[src/rtl/alu_result_fifo.sv]
// Result FIFO behind the ALU output mux.
// Keeps a running sum of stored results and counts dropped select-0 results.
module alu_result_fifo #(
  parameter int WIDTH     = 8,
  parameter int DEPTH     = 4,
  parameter int DROP_ZERO = 1
) (
  input  logic                       clk,
  input  logic                       rst_n,
  input  logic                       in_valid,
  output logic                       in_ready,
  input  logic [1:0]                 in_sel,
  input  logic [WIDTH-1:0]           in_data,
  output logic                       out_valid,
  input  logic                       out_ready,
  output logic [1:0]                 out_sel,
  output logic [WIDTH-1:0]           out_data,
  output logic [$clog2(DEPTH):0]     count,
  input  logic                       acc_clr,
  output logic [WIDTH+3:0]           acc_sum,
  output logic [7:0]                 drop_cnt
);

  localparam int AW = $clog2(DEPTH);
  localparam logic [AW:0] L_FULL = (AW+1)'(DEPTH);
  localparam logic L_DZ = (DROP_ZERO != 0);

  logic [WIDTH-1:0] r_data [DEPTH];
  logic [1:0]       r_sel  [DEPTH];
  logic [AW-1:0]    r_wptr;
  logic [AW-1:0]    r_rptr;
  logic [AW:0]      r_count;
  logic [WIDTH+3:0] r_acc;
  logic [7:0]       r_drop;

  logic w_accept;
  logic w_drop;
  logic w_store;
  logic w_pop;
  logic [WIDTH+3:0] w_ext;

  assign in_ready  = rst_n && (r_count < L_FULL);
  assign out_valid = rst_n && (r_count != '0);

  assign w_accept = in_valid && in_ready;
  assign w_drop   = w_accept && L_DZ && (in_sel == 2'd0);
  assign w_store  = w_accept && !w_drop;
  assign w_pop    = out_valid && out_ready;
  assign w_ext    = {4'b0, in_data};

  assign out_data = out_valid ? r_data[r_rptr] : '0;
  assign out_sel  = out_valid ? r_sel[r_rptr] : 2'd0;
  assign count    = r_count;
  assign acc_sum  = r_acc;
  assign drop_cnt = r_drop;

  // Storage needs no reset; emptiness is tracked by r_count.
  always_ff @(posedge clk) begin
    if (w_store) begin
      r_data[r_wptr] <= in_data;
      r_sel[r_wptr]  <= in_sel;
    end
  end

  always_ff @(posedge clk) begin
    if (!rst_n) begin
      r_wptr  <= '0;
      r_rptr  <= '0;
      r_count <= '0;
      r_acc   <= '0;
      r_drop  <= '0;
    end else begin
      if (w_store) r_wptr <= r_wptr + 1'b1;
      if (w_pop)   r_rptr <= r_rptr + 1'b1;
      unique case ({w_store, w_pop})
        2'b10:   r_count <= r_count + 1'b1;
        2'b01:   r_count <= r_count - 1'b1;
        default: r_count <= r_count;
      endcase
      if (acc_clr)      r_acc <= w_store ? w_ext : '0;
      else if (w_store) r_acc <= r_acc + w_ext;
      if (w_drop && (r_drop != 8'hFF)) r_drop <= r_drop + 1'b1;
    end
  end

endmodule

[config.mk]
export PLATFORM = sky130hd
export DESIGN_NAME = alu_result_fifo
export DESIGN_NICKNAME = d
export VERILOG_FILES = /design/src/rtl/alu_result_fifo.sv
export SDC_FILE = /design/constraint.sdc
export NUM_CORES = 1
export LEC_CHECK = 0
export BUFFER_PORTS_ARGS = -buffer_cell sky130_fd_sc_hd__buf_2
export CELL_PAD_IN_SITES_DETAIL_PLACEMENT = 1
export CELL_PAD_IN_SITES_GLOBAL_PLACEMENT = 1
export CORE_MARGIN = 4
export CORE_UTILIZATION = 50
export CTS_BUF_LIST = sky130_fd_sc_hd__clkbuf_4
export DETAILED_ROUTE_END_ITERATION = 8
export PLACE_DENSITY_LB_ADDON = 0.1
export SLEW_MARGIN = 40
export SYNTH_ARGS = -nofsm -noshare
export SYNTH_HDL_FRONTEND = slang
export SYNTH_SLANG_ARGS = --single-unit
export TNS_END_PERCENT = 100
[constraint.sdc]
create_clock -name clk -period 5.1 [get_ports clk]
set_input_delay 0 -clock clk [delete_from_list [all_inputs] [get_ports clk]]
set_output_delay 0 -clock clk [all_outputs]
set_load 0.05 [all_outputs]
==> results of run 1 <==
[layout make-up]
cell class / instances / area [µm²] / area share
diodes: 1 / 2.50 / 0.000661
clock inverters: 6 / 88.8 / 0.0234
clock buffers: 10 / 75.1 / 0.0198
repair buffers: 60 / 355 / 0.0938
inverters: 12 / 46.3 / 0.0122
flip-flops and latches: 69 / 1780 / 0.470
multi-input cells: 177 / 1350 / 0.355
well taps: 75 / 93.8 / 0.0248
[through the flow]
stage          setup slack (ns)  hold slack (ns)  total power, mW   util  area [µm²]
3_3_place_gp               2.79            0.236            0.772  0.576        3510
3_5_place_dp               2.63            0.254            0.777  0.576        3510
5_1_grt                    2.46          0.00569             1.23  0.621        3790
2_1_floorplan              2.61           0.0989            0.736      -        3220
4_1_cts                    2.60          0.00512             1.18  0.621        3790
6_report                   2.62           0.0161             1.18  0.622        3790
[state kept, by name (all words and copies together), names as in the netlist, named ones only]
name / count
r_data: 32
acc_sum: 12
drop_cnt: 8
r_sel: 8
count: 3
r_rptr: 2
r_wptr: 2
[cells in the mapped netlist, types with 2 or more instances]
master	instances	area [µm²]
edfxtp_1	40	1200
nand4_1	3	18.8
a21o_1	3	22.5
nor3_1	3	15.0
a31oi_1	5	31.3
mux2i_1	8	80.1
or3_1	4	25.0
xnor2_1	6	52.6
xor2_1	7	61.3
nor2_1	21	78.8
buf_2	2	10.0
dfxtp_1	29	581
a211oi_1	2	15.0
mux4_2	10	225
nand3_1	7	35.0
and2_1	15	93.8
buf_1	2	7.51
ha_1	14	175
clkbuf_1	4	15.0
nand2_1	24	90.1
o31a_1	2	17.5
o21ai_1	4	20.0
inv_1	11	41.3
fa_1	2	40.0
o21ai_0	8	40.0
a21oi_1	12	60.1
[power breakdown]
part	switching [mW]	internal [mW]
sequential	0.0113	0.601
clock	0.203	0.204
combinational	0.103	0.0542
total	0.317	0.860
[worst max-delay path: stages, from the launching register on]
cell and delay (ns):
dfxtp_1 0.41, o31a_1 0.45, and2_1 0.27, ha_1 0.21
inv_1 0.06, fa_1 0.38, xor2_1 0.17, or3_1 0.31
a21oi_1 0.15
[repair_timing]
action                    4_1_cts  5_1_grt
buffers inserted                0        0
hold endpoints to repair       50        0
hold buffers                   11        0
[kinds of logic (layout without fill, tap and decap cells)]
family / Yosys count / in the layout
AND/OR/NAND/NOR: 84 / 84
adder cells (fa/ha/maj): 16 / 16
buffers and inverters: 22 / 88
flip-flops: 69 / 69
XOR/XNOR: 13 / 13
other: 0 / 1
multiplexers: 18 / 18
AO/OA/AOI/OAI: 46 / 46
[final timing paths]
path	to	depth (start not counted)	slack [ns]	from
worst min-delay path	acc_sum[6]	3	0.02	acc_clr
worst min register to register	acc_sum[11]	2	0.50	acc_sum[11]
worst max register to register	count[2]	8	2.62	count[2]
worst max-delay path	count[2]	8	2.62	count[2]
[layer usage]
layer,wire [µm],GRT usage,vias to the layer above
met4,87,0.0728,0
met3,249,0.0438,8
met2,3640,0.359,53
met5,0,0,-
li1,-,-,1103
met1,3190,0.247,1128
==> flow_metrics.tcl, run 1 <==
set metrics [dict create \
    rsz0062_at_grt "no" \
    antenna_left 0 \
    vdd_drop_max_mv 0.153 \
    portBuffers 49 \
    htreeDepth 3 \
    dieArea_um2 7800 \
    period_minus_slack_ns 2.48 \
    seq_area_frac_synth 0.553 \
    io_pins 50 \
    synthMuxAreaShare 0.0947 \
    wl_um 7170 \
    synth-compound-area-share 0.0935 \
    syn-num-nets 299 \
    finalWeightedCongestion 0.784 \
    grt_pass1_wl_um 11800 \
    synthAdderAreaFrac 0.0667 \
    grt_pass1_vias 2480 \
    die_h_um 88.3 \
    drt_first_iter_violations 85 \
    wl_per_cell_um 17.5 \
    clock_path_buffers 2 \
    drive_above_1_share 0.240 \
    vias_per_cell 5.59 \
    layout_commonest_cell "buf_2" \
    final_cell_mix "buf_2, edfxtp_1, dfxtp_1, nand2_1, nor2_1" \
    dpl.hpwl_um 5110 \
    cap_violations 0 \
    synth-xor-area-share 0.0353 \
    track_usage 0.204 \
    start_util 0.529 \
    setup_viol 0 \
    hp-class "input pin to register" \
    netlist_area_um2 3220 \
    cellPowerDensity_nw_per_um2 311 \
    final.setup.tns_ns 0 \
    leakagePower_nw 1.49 \
    final_nets 360 \
    ctsRootBufferMaster "clkbuf_4" \
    clock_skew_ns 0.0170 \
    worstPathMaxFanout 12 \
    num_rows 28 \
    worstPathRequired_ns 5.43 \
    path_class "register to register" \
    clk_pin_slew_ns 0.12 \
    cts_resized 0 \
    grt_max_degree 22 \
    cp-end-kind "register" \
    ys_ff_latch 69 \
    critPathArrivalTime_ns 2.81 \
    worst_pin_slew_ns 0.691 \
    drc 0 \
    slew_viol_final 0 \
    synth-edff-count 40 \
    overflow 0 \
    period_share 0.486 \
    synthSimpleGateAreaFrac 0.127 \
    nFillCells 651 \
    slew_headroom 0.539 \
    cp-start-kind "register" \
    die-width_um 88.3 \
    status "complete, no violations" \
    synth_cell_types 46 \
    hold_viol_final 0 \
    firstDrtPassIters 4 \
    max_freq_ghz 0.404 \
    synthCells 268 \
    synth_ff_type "edfxtp_1" \
    placed_cells 382 \
    post_synth.cell_area_avg_um2 12.0 \
    cts_buffers 9 \
    cts_tree "built" \
    ys_warn_count 0 \
    fp.coreArea_um2 6100 \
    cts_num_sinks 69 \
    antenna_found_initial 0 \
    synth_top_family_by_area "simple AND/OR/NAND/NOR gates" \
    num_vias 2292 \
    clk_latency_ns 0.41 \
    fin_cells 410 \
    async_flop_share 0 \
    syn_to_final_growth_pct 17.5 \
]
No activity file was read; power rests on OpenSTA's default activity.
==> run 2, diff against run 1 <==
- CORE_UTILIZATION: 50 -> 42
- clock period: 5.1 -> 2.1 ns (I/O delays scaled with it)
==> run 2 against run 1 <==
Net effect:
- sequential share of layout area fell by 0.79 points
- largest cell class unchanged
- via count barely moved
- critical path type unchanged
- fmax rose by 25%
- count of clock-buffer cells in the layout fell by 1
- cell area rose by 2.1%
- worst hold slack improved by 0.011 ns
- critical path depth rose by 1
- sequential power rose by 140%
- combinational power rose to 2.6 times the previous value
- clock skew fell by 0.0072 ns
==> flow_metrics.tcl, run 2 (synthesis results as in run 1) <==
set metrics [dict create \
    status "complete, no violations" \
    worstPathMaxFanout 6 \
    clk_pin_slew_ns 0.12 \
    drt_first_iter_violations 82 \
    dpl.hpwl_um 5070 \
    wl_per_cell_um 16.3 \
    cellPowerDensity_nw_per_um2 704 \
    num_rows 31 \
    critPathArrivalTime_ns 2.31 \
    cts_tree "built" \
    slew_headroom 0.560 \
    largest_reg_flops 32 \
    grt_pass1_vias 2456 \
    clock_path_buffers 2 \
    portBuffers 49 \
    grt_max_degree 21 \
    period_share 0.947 \
    cp-end-kind "register" \
    firstDrtPassIters 4 \
    final_cell_mix "buf_2, edfxtp_1, dfxtp_1, nand2_1, nor2_1" \
    clock_skew_ns 0.00981 \
    die-width_um 95.6 \
    setup_viol 0 \
    hp-class "input pin to register" \
    power.total_mw 2.72 \
    overflow 0 \
    path_class "register to register" \
    vias_per_cell 5.20 \
    period_minus_slack_ns 1.99 \
    worstPathRequired_ns 2.42 \
    finalWeightedCongestion 0.746 \
    antenna_left 0 \
    clk_latency_ns 0.40 \
    fin_util 0.525 \
    drive_above_1_share 0.281 \
    top_register "r_data" \
    start_util 0.438 \
    place_area_um2 3630 \
    final_nets 368 \
    rsz0062_at_grt "no" \
    io_pins 50 \
    leakagePower_nw 1.53 \
    finalInstanceArea_um2 3870 \
    cts_buffers 9 \
    num_antenna_cells 0 \
    htreeDepth 3 \
    cap_violations 0 \
    slew_viol_final 0 \
    antenna_found_initial 0 \
    die_h_um 95.6 \
    worst_pin_slew_ns 0.660 \
    wl_um 7180 \
    drc 0 \
    grt_pass1_wl_um 12000 \
    ctsRootBufferMaster "clkbuf_4" \
    syn_to_final_growth_pct 20.0 \
    fp.coreArea_um2 7370 \
    max_freq_ghz 0.503 \
    num_vias 2294 \
    hold_viol_final 0 \
    vdd_drop_max_mv 0.293 \
    cts_num_sinks 69 \
    track_usage 0.174 \
    layout_commonest_cell "buf_2" \
    cp-start-kind "register" \
    dieArea_um2 9140 \
]
## run 2: what timing repair did
action,in CTS,in global routing
endpoints found under the setup margin,0,2
hold buffers,10,0
endpoints found under the hold margin,46,0
setup buffers,0,0
gates resized for setup,0,3
## run 2: area by class of cell
type	count	area [µm²]
repair buffers	68	413
multi-input cells	177	1360
flip-flops and latches	69	1790
fillers	830	3500
inverters	12	46.3
clock inverters	7	66.3
clock buffers	9	67.6
well taps	99	124
## run 2: power breakdown
part / switching, mW / leakage, nW / internal [mW] / total [mW]
sequential: 0.0192 / 0.599 / 1.46 / 1.48
combinational: 0.261 / 0.857 / 0.146 / 0.408
clock: 0.479 / 0.0771 / 0.357 / 0.836
## run 2: per-layer routing
metal,global-route usage,vias up,routed length (µm)
li1,-,1111,-
met1,0.221,1138,3280
met2,0.298,39,3580
met3,0.0450,6,246
met4,0.0391,0,72
met5,0,-,0
## run 2: path summary, 6_finish.rpt
kind                                    end         from  slack, ns  cells after the start
worst max register to register     count[2]     count[2]       0.11                      9
worst max-delay path               count[2]     count[2]       0.11                      9
worst min-delay path             acc_sum[5]      acc_clr       0.03                      3
worst min register to register  acc_sum[11]  acc_sum[11]       0.51                      2
## run 2: stage by stage
step	TNS, ns	instances	hold WS [ns]	setup WS (ns)
after floorplan	-0.0909	268	0.0989	-0.0909
after global placement	0	415	0.236	0.146
after detailed placement	0	415	0.237	0.0722
after CTS	0	441	0.00283	0.0349
after global routing	0	441	0.0314	0.00694
final	0	441	0.0270	0.112
## run 2: worst max-delay path: stages (launching register included)
cell and delay [ns]:
dfxtp_4 0.38, and3b_1 0.19, and2b_4 0.17, clkinv_2 0.06, ha_4 0.13, inv_1 0.05, fa_2 0.33, xor2_1 0.16
or3_1 0.32, a21oi_1 0.14
